## config.mk

```make
export PLATFORM = sky130hd
export DESIGN_NAME = instr_fetch_unit_flat
export DESIGN_NICKNAME = d
export VERILOG_FILES = /design/src/rtl/instr_fetch_unit_if.sv /design/src/rtl/instr_fetch_unit.sv /design/src/flat_wrapper.sv
export SDC_FILE = /design/constraint.sdc
export NUM_CORES = 1
export LEC_CHECK = 0
export CORE_UTILIZATION = 47
export CTS_CLUSTER_SIZE = 25
export DETAILED_ROUTE_END_ITERATION = 8
export PLACE_DENSITY = 0.77
export SLEW_MARGIN = 10
export SYNTH_ARGS = -nofsm -noshare
export SYNTH_HDL_FRONTEND = slang
export SYNTH_SLANG_ARGS = --single-unit
```

## constraint.sdc

```tcl
create_clock -name clk -period 2 [get_ports clk]
set_input_delay 0.2 -clock clk [delete_from_list [all_inputs] [get_ports clk]]
set_output_delay 0.2 -clock clk [all_outputs]
set_load 0.05 [all_outputs]
```

## src/rtl/instr_fetch_unit_if.sv

```systemverilog
// Fetch-unit bus bundle: instruction ROM port plus the decode-side valid/ready and redirect signals.
// master = fetch unit, slave = ROM/decode environment.
interface instr_fetch_unit_if #(
   parameter int INSTR_W = 32,
   parameter int ADDR_W  = 10
);
   logic [ADDR_W-1:0]  imem_addr;
   logic               imem_req;
   logic [INSTR_W-1:0] imem_rdata;
   logic [INSTR_W-1:0] instr;
   logic [3:0]         opCode;
   logic [ADDR_W-1:0]  instr_pc;
   logic               instr_valid;
   logic               instr_ready;
   logic               ni;
   logic [ADDR_W-1:0]  branch_target;
   logic               halted;

   modport master (
      output imem_addr, imem_req, instr, opCode, instr_pc, instr_valid, halted,
      input  imem_rdata, instr_ready, ni, branch_target
   );

   modport slave (
      input  imem_addr, imem_req, instr, opCode, instr_pc, instr_valid, halted,
      output imem_rdata, instr_ready, ni, branch_target
   );
endinterface

```

## src/rtl/instr_fetch_unit.sv

```systemverilog
// Instruction fetch front end: PC, 1-cycle ROM read, 2-entry skid buffer toward controlUnit.
// Optional halt-opcode support is enabled with the FETCH_HALT_EN macro.
module instr_fetch_unit #(
   parameter int INSTR_W = 32,
   parameter int ADDR_W  = 10
) (
   input  logic               clk,
   input  logic               rst_n,
   instr_fetch_unit_if.master bus
);
   // state | meaning
   // START | one idle cycle after reset release
   // RUN   | normal fetching
   // HALT  | halt word accepted, fetch stopped until reset (FETCH_HALT_EN only)
   typedef enum logic [1:0] {START, RUN, HALT} state_t;

   state_t             r_state, w_state_nxt;
   logic [ADDR_W-1:0]  r_pc;
   logic [ADDR_W-1:0]  r_req_addr;
   logic               r_inflight;
   logic [1:0]         r_count;
   logic [INSTR_W-1:0] r_buf_instr [2];
   logic [ADDR_W-1:0]  r_buf_pc    [2];

   logic       w_valid, w_redirect, w_pop, w_push, w_issue;
   logic       w_halt_pend, w_halt_pop;
   logic [2:0] w_level;

   assign w_valid    = (r_count != 2'd0);
   assign w_redirect = bus.ni && (r_state != HALT);
   assign w_pop      = w_valid && bus.instr_ready;
   assign w_push     = r_inflight && !w_redirect && !w_halt_pend;
   assign w_level    = {1'b0, r_count} + {2'b00, r_inflight};
   // Crediting the same-cycle pop is what lets the 2-entry buffer sustain 1 instr/cycle.
   assign w_issue    = (r_state == RUN) && !bus.ni && !w_halt_pend &&
                       (w_level < (3'd2 + {2'b00, w_pop}));

`ifdef FETCH_HALT_EN
   localparam logic [3:0] HALT_OP = 4'hF;
   logic r_halt_pend;

   assign w_halt_pend = r_halt_pend;
   assign w_halt_pop  = w_pop && !w_redirect && (r_buf_instr[0][INSTR_W-1 -: 4] == HALT_OP);
   assign bus.halted  = (r_state == HALT);

   always_ff @(posedge clk or negedge rst_n) begin
      if (!rst_n)
         r_halt_pend <= 1'b0;
      else if (w_redirect)
         r_halt_pend <= 1'b0;
      else if (w_push && (bus.imem_rdata[INSTR_W-1 -: 4] == HALT_OP))
         r_halt_pend <= 1'b1;
   end
`else
   assign w_halt_pend = 1'b0;
   assign w_halt_pop  = 1'b0;
   assign bus.halted  = 1'b0;
`endif

   always_ff @(posedge clk or negedge rst_n) begin
      if (!rst_n)
         r_state <= START;
      else
         r_state <= w_state_nxt;
   end

   always_comb begin
      w_state_nxt  = r_state;
      bus.imem_req = 1'b0;
      case (r_state)
         START: w_state_nxt = RUN;
         RUN: begin
            bus.imem_req = w_issue;
            if (w_halt_pop)
               w_state_nxt = HALT;
         end
         HALT:    w_state_nxt = HALT;
         default: w_state_nxt = START;
      endcase
   end

   always_ff @(posedge clk or negedge rst_n) begin
      if (!rst_n) begin
         r_pc           <= '0;
         r_req_addr     <= '0;
         r_inflight     <= 1'b0;
         r_count        <= 2'd0;
         r_buf_instr[0] <= '0;
         r_buf_instr[1] <= '0;
         r_buf_pc[0]    <= '0;
         r_buf_pc[1]    <= '0;
      end else begin
         r_inflight <= w_issue;
         if (w_issue) begin
            r_req_addr <= r_pc;
            r_pc       <= r_pc + ADDR_W'(1);
         end else if (w_redirect) begin
            r_pc <= bus.branch_target;
         end

         if (w_redirect || (w_state_nxt == HALT)) begin
            r_count <= 2'd0;
         end else begin
            case ({w_push, w_pop})
               2'b10: begin
                  r_count <= r_count + 2'd1;
                  if (r_count == 2'd0) begin
                     r_buf_instr[0] <= bus.imem_rdata;
                     r_buf_pc[0]    <= r_req_addr;
                  end else begin
                     r_buf_instr[1] <= bus.imem_rdata;
                     r_buf_pc[1]    <= r_req_addr;
                  end
               end
               2'b01: begin
                  r_count        <= r_count - 2'd1;
                  r_buf_instr[0] <= r_buf_instr[1];
                  r_buf_pc[0]    <= r_buf_pc[1];
               end
               2'b11: begin
                  if (r_count == 2'd1) begin
                     r_buf_instr[0] <= bus.imem_rdata;
                     r_buf_pc[0]    <= r_req_addr;
                  end else begin
                     r_buf_instr[0] <= r_buf_instr[1];
                     r_buf_pc[0]    <= r_buf_pc[1];
                     r_buf_instr[1] <= bus.imem_rdata;
                     r_buf_pc[1]    <= r_req_addr;
                  end
               end
               default: ;
            endcase
         end
      end
   end

   assign bus.imem_addr   = r_pc;
   assign bus.instr       = r_buf_instr[0];
   assign bus.opCode      = r_buf_instr[0][INSTR_W-1 -: 4];
   assign bus.instr_pc    = r_buf_pc[0];
   assign bus.instr_valid = w_valid;

   // The issue rule keeps occupancy + inflight <= 2, so a push into a full buffer is a bug.
   assert property (@(posedge clk) disable iff (!rst_n) !(w_push && !w_pop && (r_count == 2'd2)));
endmodule

```

## src/flat_wrapper.sv

```systemverilog
// flat-port wrapper written by rule: the top's interface ports become plain ports
module instr_fetch_unit_flat 
#(
   parameter int INSTR_W = 32,
   parameter int ADDR_W  = 10
)
  (clk, rst_n, bus_imem_addr, bus_imem_req, bus_instr, bus_opCode, bus_instr_pc, bus_instr_valid, bus_halted, bus_imem_rdata, bus_instr_ready, bus_ni, bus_branch_target);
  instr_fetch_unit_if #(.INSTR_W(INSTR_W), .ADDR_W(ADDR_W)) bus_i ();
  input  logic clk;
  input  logic rst_n;
  output wire logic [$bits(bus_i.imem_addr)-1:0] bus_imem_addr;
  output wire logic [$bits(bus_i.imem_req)-1:0] bus_imem_req;
  output wire logic [$bits(bus_i.instr)-1:0] bus_instr;
  output wire logic [$bits(bus_i.opCode)-1:0] bus_opCode;
  output wire logic [$bits(bus_i.instr_pc)-1:0] bus_instr_pc;
  output wire logic [$bits(bus_i.instr_valid)-1:0] bus_instr_valid;
  output wire logic [$bits(bus_i.halted)-1:0] bus_halted;
  input wire logic [$bits(bus_i.imem_rdata)-1:0] bus_imem_rdata;
  input wire logic [$bits(bus_i.instr_ready)-1:0] bus_instr_ready;
  input wire logic [$bits(bus_i.ni)-1:0] bus_ni;
  input wire logic [$bits(bus_i.branch_target)-1:0] bus_branch_target;
  assign bus_imem_addr = bus_i.imem_addr;
  assign bus_imem_req = bus_i.imem_req;
  assign bus_instr = bus_i.instr;
  assign bus_opCode = bus_i.opCode;
  assign bus_instr_pc = bus_i.instr_pc;
  assign bus_instr_valid = bus_i.instr_valid;
  assign bus_halted = bus_i.halted;
  assign bus_i.imem_rdata = bus_imem_rdata;
  assign bus_i.instr_ready = bus_instr_ready;
  assign bus_i.ni = bus_ni;
  assign bus_i.branch_target = bus_branch_target;
  instr_fetch_unit #(.INSTR_W(INSTR_W), .ADDR_W(ADDR_W)) u_core (.clk(clk), .rst_n(rst_n), .bus(bus_i));
endmodule
```

==> out/results.tsv, run 1 <==
stage	metric	value	unit
power	P_int	6.31	mW
finish	multi-input logic area	0.00209	mm^2
die	number of placement rows	38	
finish	layout net count	627	
cts	clk root buf	clkbuf_8	
sta	fin crit share	103	%
critical_path	flop-to-flop setup slack	-30	ps
critical_path	Reg2Reg Depth	9	
cts	Clock Tree Buf Depth	2	
synth	Seq/Total Area, Yosys	51.8	%
finish	most common cell after layout, fill and taps aside	dfrtp_1	
global_route	first-pass GRT wire length	19400	um
finish	Synth-to-Final Area Change	26.7	%
die	IO Count	105	
run_status	status	finished with violations	
cts	CTS tree	yes	
finish	Non-Filler Instances	721	
global_route	largest net degree at the start of global routing	85	
die	Die Area	0.0116	mm^2
global_route	initial antenna violation count	0	
critical_path	Crit-path slowest cell	dfrtp_1	
critical_path	worst path bufs/invs	3	
critical_path	WP data required	1800	ps
synth	Main synth FF type	dfrtp_1	
sta	Worst-Margin Slew	539	ps
power	P per Cell Area	1760	mW/mm^2
cts	H-tree Lvls	3	
finish	register area	0.00273	mm^2
sta	clk_skew	12.3	ps
synth	Netlist Area Pre-Place	0.00527	mm^2
power	Switching Fraction	46.3	%
drt	vias	4147	
global_route	total grt overflow	0	
finish	n_diodes	0	
sta	final setup violation count	2	
synth	post-synthesis instance total	516	
drt	drt wl/cell	18.0	um
placement	RePlAce Congestion	0.916	
critical_path	r2r startpoint	u_core.r_inflight$_DFF_PN0_	
synth	Synth Net Count	567	
sta	RSZ-0062 raised after global routing	true	
drt	Routed WL	13000	um
synth	synth unique cells	42	
die	Die Wd	108	um
synth	Syn Area/Cell	10.2	um^2
power	NetSw	5.45	mW
power	Seq pwr share	33.5	%
placement	DP HPWL	7400	um
cts	clk slew on worst S/H paths	110	ps
die	Initial Utilization	48.4	%
drt	Pre-antenna DRT Iters	5	
critical_path	critical path, cell by cell	ha_2 > ha_4 > nor4b_4 > o21ai_2 > buf_6 > inv_4 > buf_8	
synth	synthesized flop and latch total	109	
sta	Slew Limit Fails	0	
power	clock power share	10.7	%
sta	crit path setup slack, layout	-58.7	ps
global_route	vias in the first global route	3963	
synth	number of enable flip-flop cells after synthesis	0	
global_route	Global Route Usage Sum	21.2	%
power	Combinational Power Share	55.8	%
drt	detail-routed via count per cell	5.75	
die	Die H	108	um
finish	share of layout cells above drive strength 1	18.8	%
drt	First DRT Iteration DRCs	289	
run_status	failing checks	negative setup slack	
power	Max VDD drop	0.000987	V
synth	Post-synth ARST share	100	%
placement	Placed Cells	691	
cts	total clock sinks	109	
drt	Post-route DRC	0	
critical_path	max incr delay on CP	400	ps
critical_path	Critical R2R Capture	u_core.bus.imem_addr[3]$_DFFE_PN0P_	
critical_path	CP Capture Type	output pin	
critical_path	Critical Path AT	1860	ps
die	core area	0.0109	mm^2
finish	Fillers	876	
sta	setup tns final	-85.5	ps
cts	TritonCTS buffer count	9	
drt	Final ANT Viol Nets	0	
sta	Fmax	0.486	GHz
placement	Port Buffer Count	103	
sta	final hold violations	0	
critical_path	Worst Setup Start Kind	flip-flop	
power	Leakage	2.72	nW
cts	clock latency on the worst-skew pair	370	ps
critical_path	CP Depth	7	
critical_path	Top delay family on crit path	flip-flops	
sta	Slew HR	63.9	%
critical_path	Crit Path Category	flip-flop to output pin	
critical_path	Max Fanout on Critical Path	4	
finish	most frequent cells in the layout	108 x dfrtp_1, 98 x clkdlybuf4s50_1, 50 x nand3_1, 47 x nor2_1, 42 x a31oi_1	
synth	Yosys Warn Count	0	
hold_path	Hold Path Class	input pin to asynchronous set/reset pin	
sta	crit path time final	2060	ps
run	MaxCap Viol Count	0	
tightest hold or removal path: cells and delay by family:
kind                   cells  cell delay [ps]
buffers and inverters      3              970
metrics by stage:
| stage | power (mW) | setup slack, ps | util [%] | hold slack, ps | area [um^2] |
|---|---|---|---|---|---|
| 2_1_floorplan | 8.67 | -39.4 | - | -95.6 | 5290 |
| 3_3_place_gp | 9.76 | 28.4 | 56.9 | 265 | 6190 |
| 3_5_place_dp | 9.99 | -48.4 | 56.9 | 273 | 6190 |
| 4_1_cts | 11.4 | -101 | 59.6 | 387 | 6490 |
| 5_1_grt | 12.5 | -109 | 61.3 | 412 | 6670 |
| 6_report | 11.8 | -58.7 | 61.3 | 380 | 6670 |
what timing repair did:
item                                    4_1_cts  5_1_grt
pin swaps                                     5        4
endpoints found under the setup margin       11       66
hold buffers                                  1        0
endpoints found under the hold margin       109        0
gates cloned                                  0        6
buffers inserted                              4        3
gates resized for setup                      19       22
synthesized netlist by cell type, drive strengths merged (2+ instances only):
| master | count | area (um^2) |
|---|---|---|
| inv | 10 | 37.5 |
| o311ai | 3 | 26.3 |
| nand2 | 40 | 150 |
| a221o | 2 | 20.0 |
| mux2 | 43 | 484 |
| a31oi | 42 | 263 |
| dfrtp | 109 | 2730 |
| o21ai | 45 | 225 |
| a211oi | 3 | 27.5 |
| nand4 | 2 | 12.5 |
| mux2i | 2 | 20.0 |
| a2111oi | 2 | 36.3 |
| clkbuf | 20 | 75.1 |
| ha | 5 | 62.6 |
| o211ai | 6 | 45.0 |
| nor3 | 4 | 20.0 |
| xnor2 | 2 | 17.5 |
| nand2b | 2 | 15.0 |
| nand3 | 50 | 250 |
| nor2 | 47 | 176 |
| buf | 65 | 468 |
layer usage:
layer  routed length (um)  track usage, %
met3                  866            3.69
met5                    0               0
met4                  301            7.53
met2                 6150            34.6
met1                 5640            28.4
flip-flops by register name, summed over array words and instances, names as in the netlist:
name                  count
u_core.r_inflight         1
u_core.bus.instr         32
u_core.r_state            2
u_core.r_count            2
u_core.bus.imem_addr     10
u_core.r_req_addr        10
u_core.r_buf_pc          10
u_core.bus.instr_pc      10
u_core.r_buf_instr       32
power by group through the flow:
stage	Combinational [mW]	Clock, mW	Sequential, mW
finish	6.57	1.26	3.94
global route	7.00	1.38	4.08
CTS	6.21	1.29	3.93
detailed placement	6.03	0	3.96
global placement	5.87	0	3.89
floorplan	4.72	0	3.94
cell type report:
cell class                 count  area share, %
clock inverter                 6          0.806
clock buffer                  10           1.91
timing repair buffer         134           21.8
tap                          140           2.62
sequential                   109           40.9
multi-input combinational    312           31.3
inverter                      10          0.694
cells by family (layout without fill, tap and decap cells):
| kind of cell | Yosys count | count (layout) | share of synthesized area (%) |
|---|---|---|---|
| multiplexers | 45 | 45 | 9.57 |
| buffers and inverters | 95 | 160 | 11.0 |
| adder cells (fa/ha/maj) | 5 | 5 | 1.19 |
| AO/OA/AOI/OAI | 106 | 106 | 12.8 |
| flip-flops | 109 | 109 | 51.8 |
| AND/OR/NAND/NOR | 152 | 152 | 13.1 |
| XOR/XNOR | 3 | 3 | 0.499 |
| other | 1 | 1 | 0.0712 |
worst max-delay path by stage:
stage,to,slack (ps),from
6_report,bus_imem_req,-60,u_core.r_inflight$_DFF_PN0_
5_1_grt,bus_imem_req,-110,u_core.r_inflight$_DFF_PN0_
4_1_cts,bus_imem_req,-100,u_core.r_inflight$_DFF_PN0_
3_5_place_dp,u_core.bus.imem_addr[5]$_DFFE_PN0P_,-50,bus_ni
3_3_place_gp,u_core.bus.imem_addr[5]$_DFFE_PN0P_,30,bus_ni
2_1_floorplan,u_core.r_buf_instr[10]$_DFFE_PN0P_,-40,u_core.r_count[0]$_DFFE_PN0P_
Power figures use the tool's default switching activity.
==> run 2: changes to the inputs <==
- CORE_UTILIZATION: 47 -> 30
- PLACE_DENSITY: 0.77 -> unset
- clock period: 2 -> 1.8 ns (I/O delays scaled with it)
==> out/results.tsv, run 2 (same netlist as run 1, synthesis figures left out) <==
stage	metric	value	unit
sta	final hold violations	0	
placement	DP HPWL	8050	um
critical_path	Max Fanout on Critical Path	6	
cts	clk slew on worst S/H paths	70	ps
finish	most frequent cells in the layout	108 x dfrtp_1, 80 x clkdlybuf4s50_1, 47 x nand3_1, 43 x mux2_4, 41 x a31oi_1	
cts	TritonCTS buffer count	9	
critical_path	Crit-path slowest cell	dfrtp_1	
drt	Routed WL	17000	um
global_route	initial antenna violation count	2	
sta	final hold slack	399	ps
critical_path	max incr delay on CP	410	ps
critical_path	CP Capture Type	flip-flop	
finish	share of layout cells above drive strength 1	34.0	%
sta	Worst-Margin Slew	664	ps
critical_path	WP data required	2030	ps
cts	clock latency on the worst-skew pair	350	ps
drt	Post-route DRC	0	
power	Leakage	3.41	nW
cts	CTS tree	yes	
sta	Fmax	0.487	GHz
critical_path	Worst Setup Start Kind	flip-flop	
placement	Placed Cells	785	
die	Die Area	0.0181	mm^2
cts	Clock Tree Buf Depth	2	
sta	crit path setup slack, layout	-252	ps
die	IO Count	105	
placement	RePlAce Congestion	0.804	
placement	dpl cell area	0.00638	mm^2
placement	Port Buffer Count	103	
drt	First DRT Iteration DRCs	263	
drt	detail-routed via count per cell	5.14	
sta	clk_skew	5.30	ps
sta	Slew Limit Fails	0	
sta	setup tns final	-18080	ps
die	Die H	134	um
sta	RSZ-0062 raised after global routing	true	
finish	final core occ	47.5	%
sta	fin crit share	114	%
global_route	Global Route Usage Sum	19.3	%
die	number of placement rows	48	
power	P per Cell Area	2040	mW/mm^2
placement	Placement Setup Slack	-217	ps
sta	final setup violation count	105	
cts	H-tree Lvls	3	
die	Die Wd	134	um
die	Initial Utilization	30.6	%
drt	Pre-antenna DRT Iters	4	
run_status	status	finished with violations	
critical_path	Reg2Reg Depth	8	
critical_path	Critical R2R Capture	u_core.r_buf_instr[13]$_DFFE_PN0P_	
cts	clk root buf	clkbuf_16	
critical_path	flop-to-flop setup slack	-250	ps
global_route	vias in the first global route	4551	
drt	Final ANT Viol Nets	0	
global_route	total grt overflow	0	
drt	drt wl/cell	19.9	um
cts	total clock sinks	109	
power	Max VDD drop	0.000876	V
run	MaxCap Viol Count	0	
finish	Non-Filler Instances	853	
sta	Slew HR	55.8	%
critical_path	critical path, cell by cell	buf_6 > buf_6 > ha_4 > a2111oi_4 > buf_6 > buf_12 > buf_16 > mux2_4	
critical_path	r2r startpoint	u_core.r_count[0]$_DFFE_PN0P_	
finish	most common cell after layout, fill and taps aside	dfrtp_1	
finish	Synth-to-Final Area Change	55.3	%
hold_path	Hold Path Class	input pin to asynchronous set/reset pin	
critical_path	Critical Path AT	2290	ps
die	core area	0.0172	mm^2
finish	layout net count	673	
finish	cell area after layout	0.00818	mm^2
drt	vias	4381	
run_status	failing checks	negative setup slack	
global_route	largest net degree at the start of global routing	110	
global_route	first-pass GRT wire length	26100	um
sta	crit path time final	2050	ps
critical_path	Crit Path Category	flip-flop to flip-flop	
critical_path	Worst path most repeated cell	buf_6	
power	total power	16.7	mW
run 2: report_power, final:
group	switching, mW	internal, mW	leakage, nW
sequential	0.879	3.61	1.28
clock	0.935	1.44	0.172
combinational	5.23	4.60	1.96
run 2: critical path: cells and delay by family, from the launching register on:
| family | cells | cell delay (ps) |
|---|---|---|
| adders and majority gates | 1 | 150 |
| buffers and inverters | 5 | 700 |
| muxes | 1 | 310 |
| DFF | 1 | 410 |
| AOI/OAI and AO/OA | 1 | 370 |
run 2: final cells by class:
type,count,area (um^2)
diodes,1,2.50
clock buffers,11,253
clock inverters,5,106
fillers,1544,9060
inverters,10,56.3
multi-input cells,312,2450
flip-flops and latches,109,2730
well taps,225,282
repair buffers,180,2300
run 2: worst max path at each step:
stage                                        startpoint                             endpoint  cells after the start
after floorplan           u_core.r_count[0]$_DFFE_PN0P_   u_core.r_buf_instr[10]$_DFFE_PN0P_                      7
after global placement    u_core.r_count[0]$_DFFE_PN0P_  u_core.bus.imem_addr[9]$_DFFE_PN0P_                      7
after detailed placement  u_core.r_count[0]$_DFFE_PN0P_  u_core.bus.imem_addr[9]$_DFFE_PN0P_                      7
after CTS                   u_core.r_inflight$_DFF_PN0_                         bus_imem_req                      7
after global routing      u_core.r_count[0]$_DFFE_PN0P_     u_core.bus.instr[19]$_DFFE_PN0P_                     11
final                     u_core.r_count[0]$_DFFE_PN0P_   u_core.r_buf_instr[13]$_DFFE_PN0P_                      8
run 2: what timing repair did:
item / CTS / global route
setup buffers: 38 / 3
gates cloned: 20 / 1
gates resized for setup: 125 / 72
hold endpoints to repair: 109 / 0
hold buffers: 1 / 0
pin swaps: 26 / 13
endpoints found under the setup margin: 110 / 107
run 2: per-layer routing:
| metal | wire length (um) | track usage (%) | share of wire (%) |
|---|---|---|---|
| met4 | 359 | 7.43 | 2.1 |
| met1 | 7360 | 24.4 | 43 |
| met3 | 943 | 4.99 | 5.6 |
| met5 | 13 | 0 | 0.077 |
| met2 | 8290 | 31.7 | 49 |
==> run 3: changes to the inputs <==
- GPL_TIMING_DRIVEN: unset -> 0
- PLACE_DENSITY: unset -> 0.5
==> out/results.tsv, run 3 (same netlist as run 1, synthesis figures left out) <==
stage	metric	value	unit
cts	clock latency on the worst-skew pair	350	ps
finish	n_diodes	0	
power	Combinational Power Share	56.7	%
cts	total clock sinks	109	
power	Seq pwr share	30.5	%
finish	Synth-to-Final Area Change	42.1	%
cts	clk root buf	clkbuf_16	
sta	RSZ-0062 raised after global routing	true	
drt	drt wl/cell	16.0	um
power	P_int	8.02	mW
hold_path	Hold Path Class	input pin to flip-flop	
power	clock power share	12.8	%
cts	Clock Tree Buf Depth	2	
sta	final hold violations	0	
drt	Routed WL	14200	um
finish	layout net count	713	
run_status	failing checks	design-rule violations, negative setup slack	
sta	Slew Limit Fails	0	
cts	CTS tree	yes	
die	IO Count	105	
critical_path	WP data required	1620	ps
power	P per Cell Area	1900	mW/mm^2
placement	RePlAce Congestion	0.823	
die	core area	0.0172	mm^2
critical_path	Crit Path Category	flip-flop to output pin	
global_route	first-pass GRT wire length	22800	um
die	Die H	134	um
finish	most common cell after layout, fill and taps aside	dfrtp_1	
global_route	total grt overflow	0	
finish	Non-Filler Instances	892	
power	Leakage	3.35	nW
sta	crit path time final	2110	ps
cts	H-tree Lvls	3	
cts	clk slew on worst S/H paths	70	ps
sta	crit path setup slack, layout	-307	ps
die	number of placement rows	48	
drt	Pre-antenna DRT Iters	6	
die	Initial Utilization	30.6	%
power	NetSw	6.20	mW
sta	final setup violation count	95	
placement	DP HPWL	9170	um
sta	Worst-Margin Slew	506	ps
critical_path	Worst Setup Start Kind	flip-flop	
power	Max VDD drop	0.000779	V
global_route	initial antenna violation count	0	
global_route	Global Route Usage Sum	16.4	%
critical_path	Critical Path AT	1930	ps
run_status	status	finished with violations	
die	Die Wd	134	um
drt	detail-routed via count per cell	4.83	
drt	First DRT Iteration DRCs	246	
placement	Port Buffer Count	102	
run	MaxCap Viol Count	0	
drt	Post-route DRC	1	
cts	TritonCTS buffer count	9	
placement	dpl cell area	0.00664	mm^2
critical_path	Max Fanout on Critical Path	2	
global_route	vias in the first global route	4290	
global_route	largest net degree at the start of global routing	76	
drt	Final ANT Viol Nets	0	
placement	Placed Cells	844	
sta	Fmax	0.475	GHz
sta	clk_skew	8.76	ps
die	Die Area	0.0181	mm^2
sta	Slew HR	66.1	%
sta	fin crit share	117	%
critical_path	CP Capture Type	output pin	
power	Switching Fraction	43.6	%
drt	vias	4304	
finish	cell area after layout	0.00748	mm^2
finish	most frequent cells in the layout	108 x dfrtp_1, 72 x buf_4, 50 x nand3_1, 47 x nor2_1, 44 x clkdlybuf4s50_1	
finish	share of layout cells above drive strength 1	27.9	%
-- run 3: changes by cell type in the layout (fill, tap and decap cells not counted), moves of 15 or more --
| cell | change |
|---|---|
| buf_12 | -18 |
| buf_16 | -15 |
| buf_4 | +46 |
| clkdlybuf4s50_1 | -36 |
| dlygate4sd2_1 | +25 |
| dlymetal6s2s_1 | +18 |
| mux2_2 | +35 |
| mux2_4 | -43 |
| nand2_1 | +20 |
-- run 3: cell type report --
class / instances / area, um^2
inverter: 10 / 48.8
buffer: 84 / 662
fill: 1677 / 9750
clock inverter: 4 / 23.8
sequential: 109 / 2730
tap: 225 / 282
multi-input combinational: 312 / 2050
timing repair buffer: 136 / 1450
clock buffer: 12 / 236
-- run 3: critical path, cell delays in order (launching register included) --
cell and delay [ps]:
dfrtp_1 400, ha_2 200, ha_4 160, nor4b_4 290, o21ai_4 100, buf_6 140, buf_8 120, clkinv_4 40
buf_8 130
-- run 3: worst paths after layout --
path                                                start                            endpoint  slack, ps  depth (start not counted)
setup / recovery            u_core.r_count[0]$_DFFE_PN0P_                        bus_imem_req       -310                          8
hold / removal                                     bus_ni       u_core.r_count[0]$_DFFE_PN0P_        120                          2
setup reg to reg            u_core.r_count[0]$_DFFE_PN0P_  u_core.r_buf_instr[31]$_DFFE_PN0P_       -300                          9
hold reg to reg            u_core.r_buf_pc[1]$_DFFE_PN0P_      u_core.r_buf_pc[1]$_DFFE_PN0P_        490                          1
max in group asynchronous                           rst_n    u_core.r_req_addr[7]$_DFFE_PN0P_        820                          3
min in group asynchronous                           rst_n    u_core.bus.instr[13]$_DFFE_PN0P_        290                          2
-- run 3: layer usage --
metal  share of wire, %  track usage [%]  vias to the layer above  wire (um)
li1                   -                -                     2064          -
met1                 46             22.0                     2086       6490
met2                 48             26.3                      138       6780
met3                5.5             3.98                       16        782
met4                1.3             4.43                        0        192
met5                  0                0                        -          0
-- run 3: metrics by stage --
| step | setup TNS [ps] | setup WS (ps) | total power [mW] | utilization, % | hold slack, ps |
|---|---|---|---|---|---|
| 6_report | -20260 | -307 | 14.2 | 43.4 | 116 |
| 5_1_grt | -28710 | -377 | 15.1 | 43.4 | 103 |
| 4_1_cts | -16490 | -369 | 14.3 | 42.7 | 93.2 |
| 3_5_place_dp | -30390 | -894 | 11.9 | 38.5 | 97.4 |
| 3_3_place_gp | -436900 | -3770 | 11.8 | 38.3 | 461 |
| 2_1_floorplan | -9770 | -239 | 9.68 | - | -116 |
-- run 3: what timing repair did --
action                                  in CTS  in global routing
hold buffers                                 1                  0
gates cloned                                 7                  0
endpoints found under the setup margin     134                132
hold endpoints to repair                    34                  0
resized for setup                          104                 37
setup buffers                               19                  7
pin swaps                                    9                  7
-- run 3: power groups by stage --
stage               Sequential (mW)  Clock (mW)  Combinational [mW]
floorplan                      4.38           0                5.30
global placement               4.35           0                7.40
detailed placement             4.39           0                7.49
CTS                            4.34        1.88                8.06
global route                   4.51        1.97                8.61
finish                         4.34        1.82                8.06
